$ cat config.mk
export PLATFORM = sky130hd
export DESIGN_NAME = ysyx_22041211_ifu
export DESIGN_NICKNAME = d
export VERILOG_FILES = /design/src/rtl/ysyx_22041211_ifu.sv
export SDC_FILE = /design/constraint.sdc
export NUM_CORES = 1
export LEC_CHECK = 0
export ABC_CLOCK_PERIOD_IN_PS = 3800
export CORE_ASPECT_RATIO = 0.8
export CORE_MARGIN = 2
export CORE_UTILIZATION = 51
export CTS_CLUSTER_SIZE = 40
export DETAILED_ROUTE_END_ITERATION = 8
export GPL_TIMING_DRIVEN = 0
export PLACE_DENSITY = 0.86
export SLEW_MARGIN = 40
export SYNTH_ARGS = -nofsm -noshare
export SYNTH_HDL_FRONTEND = slang
export SYNTH_SLANG_ARGS = --single-unit
$ cat constraint.sdc
create_clock -name clk -period 3.8 [get_ports clk]
set_clock_uncertainty 0.2 [all_clocks]
set_input_delay 0.38 -clock clk [delete_from_list [all_inputs] [get_ports clk]]
set_output_delay 0.38 -clock clk [all_outputs]
set_load 0.01 [all_outputs]
$ cat src/rtl/ysyx_22041211_ifu.sv
// Instruction fetch unit: one outstanding memory request, registered decode handoff, redirect/flush.
// Optional YSYX_22041211_IFU_ALIGN_CHECK_EN reports misaligned fetch PCs instead of masking them.
module ysyx_22041211_ifu #(
    parameter int unsigned         DATA_LEN = 32,
    parameter logic [DATA_LEN-1:0] RESET_PC = 32'h8000_0000
) (
    input  logic                clk,
    input  logic                rst_n,
    output logic                req_valid,
    input  logic                req_ready,
    output logic [DATA_LEN-1:0] req_addr,
    input  logic                rsp_valid,
    input  logic [DATA_LEN-1:0] rsp_data,
    input  logic                rsp_err,
    output logic                inst_valid,
    input  logic                inst_ready,
    output logic [DATA_LEN-1:0] inst,
    output logic [DATA_LEN-1:0] inst_pc,
    output logic                fetch_err,
    output logic                misalign,
    input  logic                redirect_valid,
    input  logic [DATA_LEN-1:0] redirect_pc
);

`ifdef YSYX_22041211_IFU_ALIGN_CHECK_EN
    localparam bit ALIGN_CHECK = 1'b1;
`else
    localparam bit ALIGN_CHECK = 1'b0;
`endif

    localparam logic [DATA_LEN-1:0] PC_INIT =
        ALIGN_CHECK ? RESET_PC : {RESET_PC[DATA_LEN-1:2], 2'b00};
    localparam logic [DATA_LEN-1:0] PC_STEP = DATA_LEN'(4);

    typedef enum logic [2:0] {
        S_IDLE,
        S_REQ,
        S_WAIT,
        S_OUT,
        S_DROP
    } state_t;

    state_t              state;
    logic [DATA_LEN-1:0] pc;
    logic [DATA_LEN-1:0] redir_pc;
    logic [DATA_LEN-1:0] go_pc;
    logic                go_req;
    logic                go_misaligned;

    assign req_addr = pc;

    // Every path that (re)enters REQ is funnelled through go_req/go_pc so the
    // alignment check sees the fetch address exactly once, on entry.
    always_comb begin
        redir_pc = ALIGN_CHECK ? redirect_pc : {redirect_pc[DATA_LEN-1:2], 2'b00};
        go_req   = 1'b0;
        go_pc    = pc;
        case (state)
            S_IDLE: begin
                go_req = 1'b1;
                if (redirect_valid) go_pc = redir_pc;
            end
            S_REQ: begin
                if (redirect_valid && !req_ready) begin
                    go_req = 1'b1;
                    go_pc  = redir_pc;
                end
            end
            S_WAIT: begin
                if (redirect_valid && rsp_valid) begin
                    go_req = 1'b1;
                    go_pc  = redir_pc;
                end
            end
            S_OUT: begin
                if (redirect_valid) begin
                    go_req = 1'b1;
                    go_pc  = redir_pc;
                end else if (inst_ready) begin
                    go_req = 1'b1;
                    go_pc  = pc + PC_STEP;
                end
            end
            S_DROP: begin
                if (rsp_valid) begin
                    go_req = 1'b1;
                    if (redirect_valid) go_pc = redir_pc;
                end
            end
            default: ;
        endcase
        go_misaligned = ALIGN_CHECK && go_req && (go_pc[1:0] != 2'b00);
    end

    always_ff @(posedge clk or negedge rst_n) begin
        if (!rst_n) begin
            state      <= S_IDLE;
            pc         <= PC_INIT;
            req_valid  <= 1'b0;
            inst_valid <= 1'b0;
            inst       <= '0;
            inst_pc    <= '0;
            fetch_err  <= 1'b0;
            misalign   <= 1'b0;
        end else if (go_req) begin
            pc <= go_pc;
            if (go_misaligned) begin
                state      <= S_OUT;
                req_valid  <= 1'b0;
                inst_valid <= 1'b1;
                inst       <= '0;
                inst_pc    <= go_pc;
                fetch_err  <= 1'b0;
                misalign   <= 1'b1;
            end else begin
                state      <= S_REQ;
                req_valid  <= 1'b1;
                inst_valid <= 1'b0;
                misalign   <= 1'b0;
            end
        end else begin
            case (state)
                S_REQ: begin
                    if (req_ready) begin
                        req_valid <= 1'b0;
                        if (redirect_valid) begin
                            pc    <= redir_pc;
                            state <= S_DROP;
                        end else begin
                            state <= S_WAIT;
                        end
                    end
                end
                S_WAIT: begin
                    if (redirect_valid) begin
                        pc    <= redir_pc;
                        state <= S_DROP;
                    end else if (rsp_valid) begin
                        state      <= S_OUT;
                        inst_valid <= 1'b1;
                        inst       <= rsp_err ? '0 : rsp_data;
                        inst_pc    <= pc;
                        fetch_err  <= rsp_err;
                        misalign   <= 1'b0;
                    end
                end
                S_DROP: begin
                    if (redirect_valid) pc <= redir_pc;
                end
                default: ;
            endcase
        end
    end

endmodule

==> summary.md <==
| Metric | Value |
|---|---|
| Flop pwr share | 35.1% |
| Cell taking the most area after synthesis | dfrtp_1 |
| Drt drc | 0 |
| Detailed-route wire length | 17.7 mm |
| Yosys reg bits | 102 |
| Status | complete, no violations |
| Syn Inst Count | 570 |
| Die area | 0.0116 sq mm |
| Worst path slowest cell | clkdlybuf4s50_1 |
| FP Rows | 33 |
| Main area contributors after synthesis | dfrtp_1 (46%), mux2_2 (6.6%), o21ai_0 (5.8%) |
| Placed cell area | 0.00738 sq mm |
| H-Tree Depth | 3 |
| Vias/cell | 6.08 |
| Clock Tree Root | clkbuf_16 |
| DP Wirelength | 13.0 mm |
| Lkg Pwr | 3.20 nW |
| Largest net degree at the start of global routing | 73 |
| Initial antenna violation count | 0 |
| Final min period | 2.83 ns |
| Worst EP arrival | 2.90 ns |
| Layout net count | 822 |
| Combinational Power Share | 48.2% |
| Syn Area/Cell | 9.65 sq um |
| PortBufs | 167 |
| WP buf/inv | 3 |
| Clock power frac | 16.7% |
| YS warnings | 0 |
| Worst-Margin Slew | 0.817 ns |
| Hold_buf cts | 1 |
| CP delay by family, top | buffers and inverters |
| Initial core utilization | 53.1% |
| Peak supply drop | 360 uV |
| Tcrit/Tclk final | 74.5% |
| Unrepaired setup endpoints after global routing | no |
| Max_cap viols | 0 |
| Via count | 5,442 |
| Cts repair resizes | 0 |
| DR pass1 iterations | 5 |
| Storage cell area | 0.00255 sq mm |
| Clock Path Buffers | 2 |
| Multi-input logic area | 0.00271 sq mm |
| Final hold vios | 0 |
| Initial DRC Count | 689 |
| Core Util, Final | 74.1% |
| Relative slew slack | 45.3% |
| CP max FO | 10 |
| Pint | 3.23 mW |
| Top-count cell post-synth | dfrtp_1 |
| Layout cells sized above 1 | 10.3% |
| Fillers | 791 |
| CTS tree | built |
| Unique cell type count in the Yosys netlist | 70 |
| Endpoints failing setup | 0 |
| GRT Overall Usage | 30.4% |
| Final std cell area, no fill | 0.00768 sq mm |
| Buffers inserted by post-CTS timing repair | 0 |
| Startpoint Class | input pin |
| Post-synth top area share | 46.0% |
| Die Span Y | 96.9 um |
| Net Switching | 2.15 mW |
| RR Startpoint | req_addr[2] |
| P&R area growth vs syn | 39.6% |
| Synthesized Nets | 642 |
| Pwr/cell area | 700 mW/mm^2 |
| RD Place Congestion | 0.952 |
| First-pass GRT wire length | 28.0 mm |
| Register area share after synthesis | 46.4% |
| Clk_lat worst skew | 0.35 ns |
| Crit path kind | in -> reg |
| Top_reg_cell synth | dfrtp_1 |
| Synth top cells by count | dfrtp_1 (101), nand2_1 (72), o21ai_0 (64), nand2b_1 (34), mux2_2 (32) |
| Switching Fraction | 40.0% |
| Worst EP required | 3.87 ns |
| Achievable frequency | 0.353 GHz |
| Reg clk slew, reported paths | 0.07 ns |
| Critical path's largest stage delay | 0.57 ns |
| Total gr overflow | 0 |
| Number of global-route vias before repair | 5,338 |
| Worst setup path startpoint | redirect_valid |
| Die span in x | 120 um |
| CTS buffer count | 9 |
| Post-synth EDFFs | 0 |
| Worst Hold Class | in -> async |
| Area of the mapped netlist | 0.00550 sq mm |
| Inserted Diodes | 0 |
| Core area | 0.0104 sq mm |
| Antenna-violating nets left | 0 |
| Clock sinks | 102 |
| Max Slew Vio Count | 0 |
| CP Capture Type | flop |
| FFs w/ async S/R, synth | 100% |
| IO Pins | 171 |
| Cell-by-cell listing of the critical path | clkdlybuf4s50_1 -> buf_2 -> nor2b_1 -> a2bb2oi_1 -> o22ai_1 -> clkbuf_1 -> o21ai_0 -> a21oi_1 |
| Routed WL per cell | 19.8 um |
==> worst reg2reg max path, delay by kind of cell (launching register included) <==
kind / cells / cell delay [ns]
AND/OR/NAND/NOR: 3 / 0.76
buffers and inverters: 1 / 0.28
adder cells (fa/ha/maj): 1 / 0.31
flip-flops: 1 / 0.55
AO/OA/AOI/OAI: 2 / 0.57
==> flip-flops by register name, summed over array words and instances, names as in the netlist <==
signal and flops:
inst 32, inst_pc 32, req_addr 32, state 3
fetch_err 1, inst_valid 1, req_valid 1
==> layout by cell type, fill, tap and decap left out, types with 13 or more instances in the layout <==
cell type	n
clkdlybuf4s50_1	166
dfrtp_1	101
nand2_1	72
o21ai_0	64
nand2b_1	34
mux2_2	32
clkbuf_1	26
a22oi_1	22
nor3_1	17
nand3_1	13
nor2_1	13
==> through the flow <==
step                      total power, mW  setup WS, ns  std cells  hold slack, ns  TNS, ns
final                                5.38         0.968        895           0.270        0
after global routing                 5.68         0.778        895           0.301        0
after CTS                            5.36          1.05        895           0.275        0
after detailed placement             4.45         0.678        878          0.0525        0
after global placement               4.38         -1.63        877           0.262  -163.98
after floorplan                      3.12          1.43        570          -0.116        0
==> final timing paths <==
check	slack, ns	cells after the start	to
setup / recovery	0.97	8	req_addr[16]
hold / removal	0.27	2	req_addr[29]
setup reg to reg	1.04	7	req_addr[18]
hold reg to reg	0.28	2	inst[5]
max in group asynchronous	2.51	3	inst[1]
min in group clk	0.28	2	inst[5]
==> final cells by class <==
type | count | area share, %
well taps | 140 | 2.28
repair buffers | 169 | 22.3
clock inverters | 7 | 0.814
inverters | 9 | 0.440
multi-input cells | 415 | 35.3
clock buffers | 9 | 2.93
flip-flops and latches | 102 | 33.2
plain buffers | 44 | 2.72
==> routing by layer <==
metal / part of all wire [%] / up-vias / global-route usage [%]
li1: - / 2453 / -
met1: 42 / 2631 / 40.9
met2: 46 / 312 / 48.5
met3: 9.7 / 46 / 6.96
met4: 2.5 / 0 / 10.4
met5: 0 / - / 0
==> power by group through the flow <==
stage	Combinational (mW)	Clock [mW]	Sequential [mW]
after global routing	2.78	0.956	1.95
after CTS	2.57	0.908	1.88
after global placement	2.51	0	1.87
after detailed placement	2.56	0	1.90
after floorplan	1.14	0	1.98
final	2.59	0.897	1.89
==> kinds of logic after synthesis <==
family,Yosys count,synth area share [%]
compound gates,165,19.8
mux,44,8.76
flops,102,46.4
simple gates,197,19.2
fa+ha+maj,1,0.227
xor+xnor,7,1.11
buf+inv,53,4.41
other cells,1,0.0682
Note: power is estimated with default switching activity, not from simulation.
